===== config.mk =====
export PLATFORM = sky130hd
export DESIGN_NAME = uart_tx
export DESIGN_NICKNAME = d
export VERILOG_FILES = /design/src/rtl/uart_pkg.sv /design/src/rtl/fifo_tx.sv /design/src/rtl/uart_tx.sv
export SDC_FILE = /design/constraint.sdc
export NUM_CORES = 1
export LEC_CHECK = 0
export BUFFER_PORTS_ARGS = -buffer_cell sky130_fd_sc_hd__buf_2
export CORE_UTILIZATION = 50
export DETAILED_ROUTE_END_ITERATION = 7
export PLACE_DENSITY = 0.66
export SLEW_MARGIN = 20
export SYNTH_ARGS = -nofsm -noshare
export SYNTH_HDL_FRONTEND = slang
export SYNTH_SLANG_ARGS = --single-unit

===== constraint.sdc =====
create_clock -name clk -period 6.7 [get_ports clk]
set_input_delay 0.335 -clock clk [delete_from_list [all_inputs] [get_ports clk]]
set_output_delay 0.335 -clock clk [all_outputs]
set_load 0.01 [all_outputs]

===== src/rtl/uart_pkg.sv =====
// Shared UART definitions: register map, CONTROL bit positions and FSM state encoding.
// Used by both uart_tx and uart_rx.
package uart_pkg;

    localparam logic [2:0] ADDR_PERIOD  = 3'b100;
    localparam logic [2:0] ADDR_TXDATA  = 3'b110;
    localparam logic [2:0] ADDR_CONTROL = 3'b111;

    localparam int unsigned CTRL_TXEN     = 0;
    localparam int unsigned CTRL_TXRDY    = 1;
    localparam int unsigned CTRL_IDLE     = 2;
    localparam int unsigned CTRL_OVERFLOW = 3;

    typedef enum logic [2:0] {
        StIdle  = 3'd0,
        StLoad  = 3'd1,
        StStart = 3'd2,
        StData  = 3'd3,
        StStop  = 3'd4
    } uart_state_e;

    function automatic logic [7:0] control_word(input logic txen, input logic txrdy,
                                                input logic idle, input logic overflow);
        logic [7:0] w;
        w                = 8'h00;
        w[CTRL_TXEN]     = txen;
        w[CTRL_TXRDY]    = txrdy;
        w[CTRL_IDLE]     = idle;
        w[CTRL_OVERFLOW] = overflow;
        return w;
    endfunction

endpackage


===== src/rtl/fifo_tx.sv =====
// Synchronous 8-bit TX FIFO with first-word-fall-through output and synchronous flush.
module fifo_tx #(
    parameter int unsigned DEPTH = 16
) (
    input  logic       clk,
    input  logic       reset,
    input  logic       srst,
    input  logic       wr_en,
    input  logic [7:0] din,
    input  logic       rd_en,
    output logic [7:0] dout,
    output logic       full,
    output logic       empty
);

    localparam int unsigned AW = (DEPTH > 1) ? $clog2(DEPTH) : 1;
    localparam logic [AW:0] FULL_COUNT = (AW + 1)'(DEPTH);

    logic [7:0]    mem [DEPTH];
    logic [AW-1:0] wptr;
    logic [AW-1:0] rptr;
    logic [AW:0]   count;
    logic          do_rd;
    logic          do_wr;

    assign full  = (count == FULL_COUNT);
    assign empty = (count == '0);
    assign dout  = mem[rptr];

    // A pop in the same clock frees a slot, so a write to a full FIFO still lands.
    assign do_rd = rd_en && !empty && !srst;
    assign do_wr = wr_en && (!full || do_rd) && !srst;

    always_ff @(posedge clk or posedge reset) begin
        if (reset) begin
            wptr  <= '0;
            rptr  <= '0;
            count <= '0;
        end else if (srst) begin
            wptr  <= '0;
            rptr  <= '0;
            count <= '0;
        end else begin
            if (do_wr) wptr <= wptr + 1'b1;
            if (do_rd) rptr <= rptr + 1'b1;
            unique case ({do_wr, do_rd})
                2'b10:   count <= count + 1'b1;
                2'b01:   count <= count - 1'b1;
                default: count <= count;
            endcase
        end
    end

    always_ff @(posedge clk) begin
        if (do_wr) mem[wptr] <= din;
    end

endmodule


===== src/rtl/uart_tx.sv =====
// UART transmitter: register interface, baud divider (16 ticks per bit) and frame FSM
// feeding a TX FIFO.
module uart_tx
    import uart_pkg::*;
#(
    parameter logic [7:0]  PERIOD = 8'h1A,
    parameter int unsigned DEPTH  = 16
) (
    input  logic       clk,
    input  logic       reset,
    input  logic [2:0] addr,
    input  logic       wren,
    input  logic       rden,
    input  logic [7:0] din,
    output logic [7:0] dout,
    output logic       txout
);

    logic [7:0]  period_q, period_d;
    logic        txen_q, txen_d;
    logic        overflow_q, overflow_d;
    uart_state_e state_q, state_d;
    logic [7:0]  div_cnt_q, div_cnt_d;
    logic [7:0]  div_period_q, div_period_d;
    logic [3:0]  tick_cnt_q, tick_cnt_d;
    logic [2:0]  bit_idx_q, bit_idx_d;
    logic [7:0]  shift_q, shift_d;
    logic        txout_q, txout_d;

    logic       wr_period, wr_txdata, wr_control;
    logic       push, pop, full, empty;
    logic [7:0] fifo_dout;
    logic       in_frame, tick, bit_done, start_ok;

    assign wr_period  = wren && (addr == ADDR_PERIOD);
    assign wr_txdata  = wren && (addr == ADDR_TXDATA);
    assign wr_control = wren && (addr == ADDR_CONTROL);

    assign pop  = (state_q == StLoad);
    assign push = wr_txdata && txen_q && (!full || pop);

    fifo_tx #(
        .DEPTH(DEPTH)
    ) u_fifo (
        .clk  (clk),
        .reset(reset),
        .srst (!txen_q),
        .wr_en(push),
        .din  (din),
        .rd_en(pop),
        .dout (fifo_dout),
        .full (full),
        .empty(empty)
    );

    always_comb begin
        period_d   = wr_period ? din : period_q;
        txen_d     = wr_control ? din[CTRL_TXEN] : txen_q;
        overflow_d = overflow_q;
        if (wr_control && din[CTRL_OVERFLOW]) begin
            overflow_d = 1'b0;
        end else if (wr_txdata && txen_q && full && !pop) begin
            overflow_d = 1'b1;
        end
    end

    assign in_frame = (state_q == StStart) || (state_q == StData) || (state_q == StStop);
    assign tick     = in_frame && (div_cnt_q == div_period_q);
    assign bit_done = tick && (tick_cnt_q == 4'hF);
    // Use the post-write TXEN so a same-cycle disable suppresses the LOAD (and its pop).
    assign start_ok = txen_d && !empty;

    always_comb begin
        state_d      = state_q;
        div_cnt_d    = div_cnt_q;
        div_period_d = div_period_q;
        tick_cnt_d   = tick_cnt_q;
        bit_idx_d    = bit_idx_q;
        shift_d      = shift_q;

        if (in_frame) begin
            if (tick) begin
                div_cnt_d    = 8'd0;
                div_period_d = period_q;
                tick_cnt_d   = tick_cnt_q + 4'd1;
            end else begin
                div_cnt_d = div_cnt_q + 8'd1;
            end
        end

        unique case (state_q)
            StIdle: begin
                div_cnt_d  = 8'd0;
                tick_cnt_d = 4'd0;
                if (start_ok) state_d = StLoad;
            end
            StLoad: begin
                shift_d      = fifo_dout;
                bit_idx_d    = 3'd0;
                div_cnt_d    = 8'd0;
                div_period_d = period_q;
                tick_cnt_d   = 4'd0;
                state_d      = StStart;
            end
            StStart: begin
                if (bit_done) state_d = StData;
            end
            StData: begin
                if (bit_done) begin
                    shift_d   = {1'b0, shift_q[7:1]};
                    bit_idx_d = bit_idx_q + 3'd1;
                    if (bit_idx_q == 3'd7) state_d = StStop;
                end
            end
            StStop: begin
                if (bit_done) state_d = start_ok ? StLoad : StIdle;
            end
            default: state_d = StIdle;
        endcase

        // Registered from next state so txout lines up with the state it represents.
        unique case (state_d)
            StStart: txout_d = 1'b0;
            StData:  txout_d = shift_d[0];
            default: txout_d = 1'b1;
        endcase
    end

    always_ff @(posedge clk or posedge reset) begin
        if (reset) begin
            period_q     <= PERIOD;
            txen_q       <= 1'b0;
            overflow_q   <= 1'b0;
            state_q      <= StIdle;
            div_cnt_q    <= 8'd0;
            div_period_q <= PERIOD;
            tick_cnt_q   <= 4'd0;
            bit_idx_q    <= 3'd0;
            shift_q      <= 8'd0;
            txout_q      <= 1'b1;
        end else begin
            period_q     <= period_d;
            txen_q       <= txen_d;
            overflow_q   <= overflow_d;
            state_q      <= state_d;
            div_cnt_q    <= div_cnt_d;
            div_period_q <= div_period_d;
            tick_cnt_q   <= tick_cnt_d;
            bit_idx_q    <= bit_idx_d;
            shift_q      <= shift_d;
            txout_q      <= txout_d;
        end
    end

    assign txout = txout_q;

    always_comb begin
        dout = 8'h00;
        if (rden) begin
            unique case (addr)
                ADDR_PERIOD:  dout = period_q;
                ADDR_CONTROL: dout = control_word(txen_q, !full,
                                                  (state_q == StIdle) && empty, overflow_q);
                default:      dout = 8'h00;
            endcase
        end
    end

endmodule


### Word level (Yosys, flattened, before mapping)

Memory sizes are Yosys's and may differ from the RTL's.
Cells that the tools add are included.

* register bits: 58
* bits in writable memories: 128
* bits of input ports: 15
* memories: 1

* add/subtract/negate cells: 7
* equality and inequality tests: 19
* multiplexer cells: 34
* reduce and logical (&&, ||, !) cells: 35

Memory list
* u_fifo.mem: words 16, bits a word 8, read ports 1, clocked after memory_dff 0, write ports 1, line fifo_tx.sv:19 `logic [7:0] mem [DEPTH];`

Operator list (count)
* $mux 8: 8
* $pmux 8 s2: 2
* $mux 4: 7
* $mux 3: 6
* $logic_and 1x1->1: 16
* $eq 3x3->1 const B: 5
* $pmux 3 s5: 1
* $add 4x1->4 const B: 3
* $eq 3x2->1 const B: 4
* $reduce_bool 2->1: 6
* $pmux 5 s2: 1
* $add 8x1->8 const B: 1
* $eq 8x8->1: 1
* $mux 1: 6
* $pmux 3 s2: 1
* $reduce_and 2->1: 3
* $add 5x1->5 const B: 1
* $eq 5x5->1 const B: 1
* $logic_not 5->1: 1
* $mux 5: 1
* $sub 5x1->5 const B: 1
* $eq 4x4->1 const B: 1
* $logic_or 1x1->1: 4
* $ne 2x1->1 const B: 2
* 10 further kinds: 12

### Logic depth before layout (Yosys ltp)

Gate-level depths: netlist of the first run.

* word-level depth: 10
* mapped depth: 10

### Hierarchy

Synthesis of the first run repeated with hierarchy kept, for this count alone.

* cells, all modules: 522
* area total of the unflattened synthesis: 8069.0 µm²

Modules (own cells, without submodules)
* fifo_tx: times used 1, cells an instance 321, area an instance 5829.3 µm²
* uart_tx: times used 1, cells an instance 201, area an instance 2239.6 µm²

### Worst setup path before layout of the first run

Ideal clock, no wire load.

* path kind: reg-to-reg
* start point: register state_q[1]
* end point: memory u_fifo.mem[4][0] (enable)
* data arrival time: 2197 ps
* required time: 6317 ps
* slack: 4120 ps
* cell stages (with the launch flop): 7
* buffers on the path: 2
* cell sequence: dfrtp_1 buf_4 or3b_1 buf_2 a311oi_4 nand2_1 nor3_1

* word-level cells in the longest chain between the ends: 8
* elaborated cells on any way between the ends: 10
* classes of those cells: eq/ne (1); mux (2); reduce/logical (7)

RTL lines
* start: declaration: line uart_tx.sv:22 `uart_state_e state_q, state_d;`
* start signal: assignment: line uart_tx.sv:134 `state_q <= StIdle;`
* start signal: assignment: line uart_tx.sv:145 `state_q <= state_d;`
* $eq 3x1->1 *: line uart_tx.sv:39 `assign pop = (state_q == StLoad);`
* $logic_and 1x1->1 (2 in a row): line fifo_tx.sv:31 `assign do_rd = rd_en && !empty && !srst;`
* $logic_or 1x1->1: line fifo_tx.sv:32 `assign do_wr = wr_en && (!full || do_rd) && !srst;`
* $logic_and 1x1->1 * (2 in a row): line fifo_tx.sv:32
* $mux 1 *: line fifo_tx.sv:55 `if (do_wr) mem[wptr] <= din;`
* $mux 1 (not written as such) *: line fifo_tx.sv:55
* end: declaration: line fifo_tx.sv:19

Mark *: on every way between the ends. The rest lies on a longest branch, timed or not.

### Final worst setup path of the first run

* start point: register state_q[1]
* end point: memory u_fifo.mem[7][1] (enable)

The elaborated chain is that of the path after synthesis.

==> results of run 1 <==
worst paths after layout:
path | slack [ns] | cells past startpoint | startpoint | to
worst max-delay path | 3.56 | 4 | state_q[1] | u_fifo.mem[7][1]
worst min-delay path | 0.10 | 3 | reset | shift_q[7]
worst max register to register | 3.56 | 4 | state_q[1] | u_fifo.mem[7][1]
worst min register to register | 0.49 | 1 | shift_q[6] | shift_q[6]
max in group asynchronous | 6.03 | 3 | reset | u_fifo.rptr[0]
min in group clk | 0.16 | 2 | wren | overflow_q
area by class of cell:
class,instances,area share [%]
sequential,186,59.7
multi-input combinational,279,28.4
clock buffer,17,4.79
tap,211,2.97
clock inverter,15,2.01
timing repair buffer,27,1.63
inverter,12,0.507
per-layer routing:
layer	GRT usage [%]	vias to the layer above	share of wire, %
met3	4.72	19	4.9
li1	-	1952	-
met2	31.7	125	49
met5	0	-	0
met4	6.92	0	1.7
met1	27.9	2202	44
logic make-up after synthesis:
| kind of cell | count (synthesis) | share of synthesized area (%) |
|---|---|---|
| XOR/XNOR | 25 | 2.75 |
| AND/OR/NAND/NOR | 133 | 8.73 |
| adder cells (fa/ha/maj) | 11 | 1.73 |
| multiplexers | 63 | 14.3 |
| flip-flops | 186 | 66.5 |
| buffers and inverters | 34 | 1.93 |
| AO/OA/AOI/OAI | 47 | 4.03 |
placed cells by master, fill, tap and decap left out, drive strengths merged, types with 2 or more instances in the layout:
cell and count:
nor3 8, dfrtp 51, clkinv 6, clkbuf 17, xnor2 11, buf 27, nor3b 4, nor2b 2
o31ai 3, a31oi 2, o21ai 14, and2 13, nand2 27, edfxtp 128, mux4 39, and3b 2
or3b 3, a22oi 5, dfstp 7, nor2 42, nand4 8, a21boi 2, xor2 14, mux2 18
or3 3, nand3b 2, mux2i 6, a21o 2, inv 19, nor4 2, o22ai 2, and3 7
nand3 5, ha 11, a21oi 8
report_power, final:
part	switching (mW)	leakage, nW	total, mW	internal (mW)
combinational	0.136	0.992	0.245	0.109
sequential	0.0605	1.90	1.37	1.31
clock	0.472	0.294	1.01	0.534
registers in the layout, summed over array words and instances, names as in the netlist:
signal	count
u_fifo.rptr	4
period_q	8
bit_idx_q	3
u_fifo.count	5
overflow_q	1
div_cnt_q	8
u_fifo.wptr	4
u_fifo.mem	128
txout	1
state_q	3
tick_cnt_q	4
shift_q	8
txen_q	1
div_period_q	8
worst register-to-register path: stages (launching register included):
cell,delay [ns]
dfrtp_1,0.48
or3b_1,0.61
a311oi_4,0.56
nand2_1,0.22
nor3_1,0.89
==> flow_summary.json, run 1 <==
{
  "postSynthAreaPerCell_um2": 16.0,
  "cap_violations": 0,
  "arrival_ns": 3.19,
  "io_pins": 24,
  "ys_seq_area_share_pct": 66.5,
  "async_reset_ff_share_pct": 31.2,
  "min_path_type": "in2async",
  "drt-total-wl_um": 15300,
  "synth_commonest_cells": "edfxtp_1, dfrtp_1, nor2_1",
  "max_slew_margin_pct": 24.9,
  "worstPathMaxFanout": 10,
  "start_kind": "flip-flop",
  "clock-root-buffer": "clkbuf_16",
  "cts.repair.resized": 0,
  "slew_viol_final": 0,
  "drt_iter0_markers": 256,
  "cp_num_buf_inv": 0,
  "power_density_nw_per_um2": 295,
  "grt_pass1_vias": 4271,
  "drt_drc_violations_left": 0,
  "synth_area_um2": 7970,
  "yosysWarnings": 0,
  "slowest_stage": "nor3_1",
  "rsz0062_at_grt": "no",
  "antenna_cells": 0,
  "seq_area_um2": 5310,
  "postLayoutCellArea_um2": 8890,
  "placedCellCount": 715,
  "grt_first_pass_wirelength_um": 23800,
  "ys_seq_elements": 186,
  "finalSetupViolations": 0,
  "finalPower_mw": 2.62,
  "layout-drive-gt1-share_pct": 24.6,
  "status": "completed",
  "cpPeakStageDelay_ns": 0.89,
  "p_leak_nw": 3.19,
  "port-buffer-count": 23,
  "nets": 549,
  "core-area_um2": 15400,
  "synth_edf_count": 128,
  "path_cells": "or3b_1, a311oi_4, nand2_1, nor3_1",
  "end_kind": "flip-flop",
  "tritoncts": "done",
  "die_h_um": 128,
  "post_cts_buffers": 0,
  "wire_per_inst_um": 20.5,
  "dieWidth_um": 128,
  "via_per_inst": 5.75,
  "multi_input_area_um2": 2520,
  "gp_congestion": 0.826,
  "period_share_pct": 46.8,
  "grt_antenna_before_repair": 0,
  "grt_use_total_pct": 20.2,
  "gr-total-overflow": 0,
  "grt_max_degree": 59,
  "cp.required_ns": 6.75,
  "hold_viol_final": 0,
  "fin_ws_ns": 3.56,
  "yosysTopAreaCell": "edfxtp_1",
  "route.vias.total": 4298,
  "syn_to_final_growth_pct": 11.5,
  "ys_types": 57,
  "synth_fp_nets": 525,
  "drtAntennaViolNets": 0,
  "synth_top_area_share_pct": 48.2,
  "ys_top_cells_by_area": "edfxtp_1, dfrtp_1, mux4_2, mux2_2, dfstp_2",
  "fin_skew_ns": 0.0110,
  "fin_cells": 747,
  "dieArea_um2": 16500,
  "tightest_slew_ns": 1.12,
  "synthCells": 499,
  "tns_ns": 0,
  "cts_made_buffers": 17,
  "placed_area_um2": 8270,
  "ctsHoldBuffers": 0,
  "clkSinkCount": 186,
  "fmax_ghz": 0.319,
  "final_util_pct": 57.8,
  "rows": 45,
  "final.fill_count": 1155,
  "whs_ns": 0.103,
  "htree_num_levels": 4,
  "critical_path_class": "reg2reg",
  "ys.flop_type": "edfxtp_1",
  "synth.most_common_cell": "edfxtp_1",
  "start_util_pct": 51.9,
  "dp_hpwl_um": 10200,
  "clk_pin_slew_ns": 0.07,
  "cp_top_family": "simple AND/OR/NAND/NOR gates",
  "vdd_drop_max_mv": 0.214,
  "finalCriticalPeriod_ns": 3.14,
  "cts_buffer_depth": 2,
  "dpl_worst_slack_ns": 3.62,
  "clk_latency_ns": 0.43,
  "drt_pre_antenna_iters": 5
}
Note: power is estimated with default switching activity, not from simulation.
==> run 2: changes to the inputs <==
==> constraint.sdc (replaced) <==
create_clock -name clk -period 3.2 [get_ports clk]
set_input_delay 0.16 -clock clk [delete_from_list [all_inputs] [get_ports clk]]
set_output_delay 0.16 -clock clk [all_outputs]
set_load 0.01 [all_outputs]
==> flow_summary.json, run 2 (synthesized netlist as in run 1, its figures left out) <==
{
  "tritoncts": "done",
  "dp_hpwl_um": 10700,
  "grt_use_met2_pct": 33.0,
  "min_path_type": "in2reg",
  "cp.required_ns": 3.50,
  "power_density_nw_per_um2": 603,
  "rsz0062_at_grt": "no",
  "pwr-share-comb_pct": 9.5,
  "cts.repair.resized": 0,
  "ctsHoldBuffers": 2,
  "syn_to_final_growth_pct": 12.5,
  "r2r_start": "u_fifo.count[1]",
  "regMostFlops": "u_fifo.mem",
  "busiest_layer": "met2",
  "critical_path_class": "reg2reg",
  "port-buffer-count": 23,
  "ff2ff_setup_slack_ns": 0.43,
  "min_to": "overflow_q",
  "gr-total-overflow": 0,
  "drt_iter0_markers": 382,
  "finalCriticalPeriod_ns": 2.77,
  "max_slew_margin_pct": 41.2,
  "end_kind": "flip-flop",
  "seq_area_um2": 5310,
  "hold_path.startpoint": "addr[2]",
  "slew_viol_final": 0,
  "grt_max_degree": 40,
  "status": "completed",
  "largest_reg_flops": 128,
  "placed_area_um2": 8380,
  "nets": 562,
  "tightest_slew_ns": 0.881,
  "start_kind": "flip-flop",
  "p_leak_nw": 3.23,
  "dieWidth_um": 128,
  "worstPathMaxFanout": 6,
  "io_pins": 24,
  "r2r_cells": 9,
  "layout-drive-gt1-share_pct": 25.0,
  "dieArea_um2": 16500,
  "fmax_ghz": 0.361,
  "drt_pre_antenna_iters": 5,
  "whs_ns": 0.0338,
  "core-area_um2": 15400,
  "finalPower_mw": 5.41,
  "finalSetupViolations": 0,
  "p_sw_mw": 1.34,
  "rows": 45,
  "die_h_um": 128,
  "cts_buffer_depth": 2,
  "drt_drc_violations_left": 0,
  "layout_common_cells": "edfxtp_1, dfrtp_1, nor2_1",
  "drtAntennaViolNets": 0,
  "drt-total-wl_um": 16100,
  "antenna_cells": 0,
  "vdd_drop_max_mv": 0.393,
  "postLayoutCellArea_um2": 8970,
  "p_int_mw": 4.07,
  "post_cts_buffers": 0,
  "htree_num_levels": 4,
  "cap_violations": 0,
  "multi_input_area_um2": 2510,
  "gr-usage-met1_pct": 29.9,
  "grt_use_met3_pct": 4.42,
  "route.vias.total": 4353,
  "clock-root-buffer": "clkbuf_16",
  "hold_depth": 2,
  "p_sw_share_pct": 24.7,
  "gp_congestion": 0.822,
  "start_util_pct": 51.9,
  "period_share_pct": 86.5,
  "clockPowerShare_pct": 37.2,
  "tns_ns": 0,
  "fin_skew_ns": 0.00868,
  "arrival_ns": 3.06,
  "final_common_cell": "edfxtp_1",
  "hold_viol_final": 0,
  "grt_first_pass_wirelength_um": 25100,
  "final.fill_count": 1161,
  "grt_antenna_before_repair": 0,
  "clk_pin_slew_ns": 0.07,
  "wire_per_inst_um": 21.2,
  "grt_use_total_pct": 21.2,
  "grt_pass1_vias": 4399,
  "cts_made_buffers": 17,
  "clk_latency_ns": 0.43,
  "via_per_inst": 5.73,
  "seqPwrFrac_pct": 53.2,
  "clkSinkCount": 186,
  "r2r_end": "u_fifo.count[4]"
}
-- run 2: worst max-delay path, stage by stage (launching register included) --
cell and delay, ns:
dfrtp_1 0.44, or4_1 0.60, o2111ai_1 0.47, inv_1 0.10
ha_1 0.33, nor2_1 0.11, a21oi_1 0.06, a21boi_0 0.25
o21ai_0 0.12, nor3b_1 0.15
-- run 2: stage by stage --
stage / instances / setup slack, ns / utilization, %
floorplan: 499 / 0.620 / -
global placement: 726 / 0.614 / 54.5
detailed placement: 726 / 0.454 / 54.5
CTS: 760 / 0.439 / 58.4
global route: 760 / 0.148 / 58.4
finish: 760 / 0.433 / 58.4
-- run 2: power by group through the flow --
stage	logic [mW]	registers, mW	clock network (mW)
6_report	0.516	2.88	2.01
5_1_grt	0.574	2.90	2.13
4_1_cts	0.522	2.88	2.04
3_5_place_dp	0.517	2.93	0
3_3_place_gp	0.497	2.92	0
2_1_floorplan	0.404	2.88	0
-- run 2: layout make-up --
class / count / share of cell area, %
flip-flops and latches: 186 / 59.1
multi-input cells: 279 / 28.0
clock buffers: 18 / 4.78
repair buffers: 40 / 3.04
well taps: 211 / 2.94
clock inverters: 14 / 1.55
inverters: 12 / 0.502
-- run 2: how the worst max path moves through the flow --
stage | from | to | slack (ns)
detailed placement | u_fifo.count[1] | u_fifo.count[4] | 0.45
CTS | u_fifo.count[1] | u_fifo.count[4] | 0.44
global placement | u_fifo.count[1] | u_fifo.count[4] | 0.61
floorplan | state_q[1] | u_fifo.mem[4][0] | 0.62
finish | u_fifo.count[1] | u_fifo.count[4] | 0.43
global route | u_fifo.count[0] | u_fifo.count[4] | 0.15
-- run 2: per-layer routing --
layer / vias up / wire length, um
met1: 2270 / 7460
met3: 17 / 612
met4: 0 / 194
met2: 93 / 7820
li1: 1973 / -
met5: - / 0
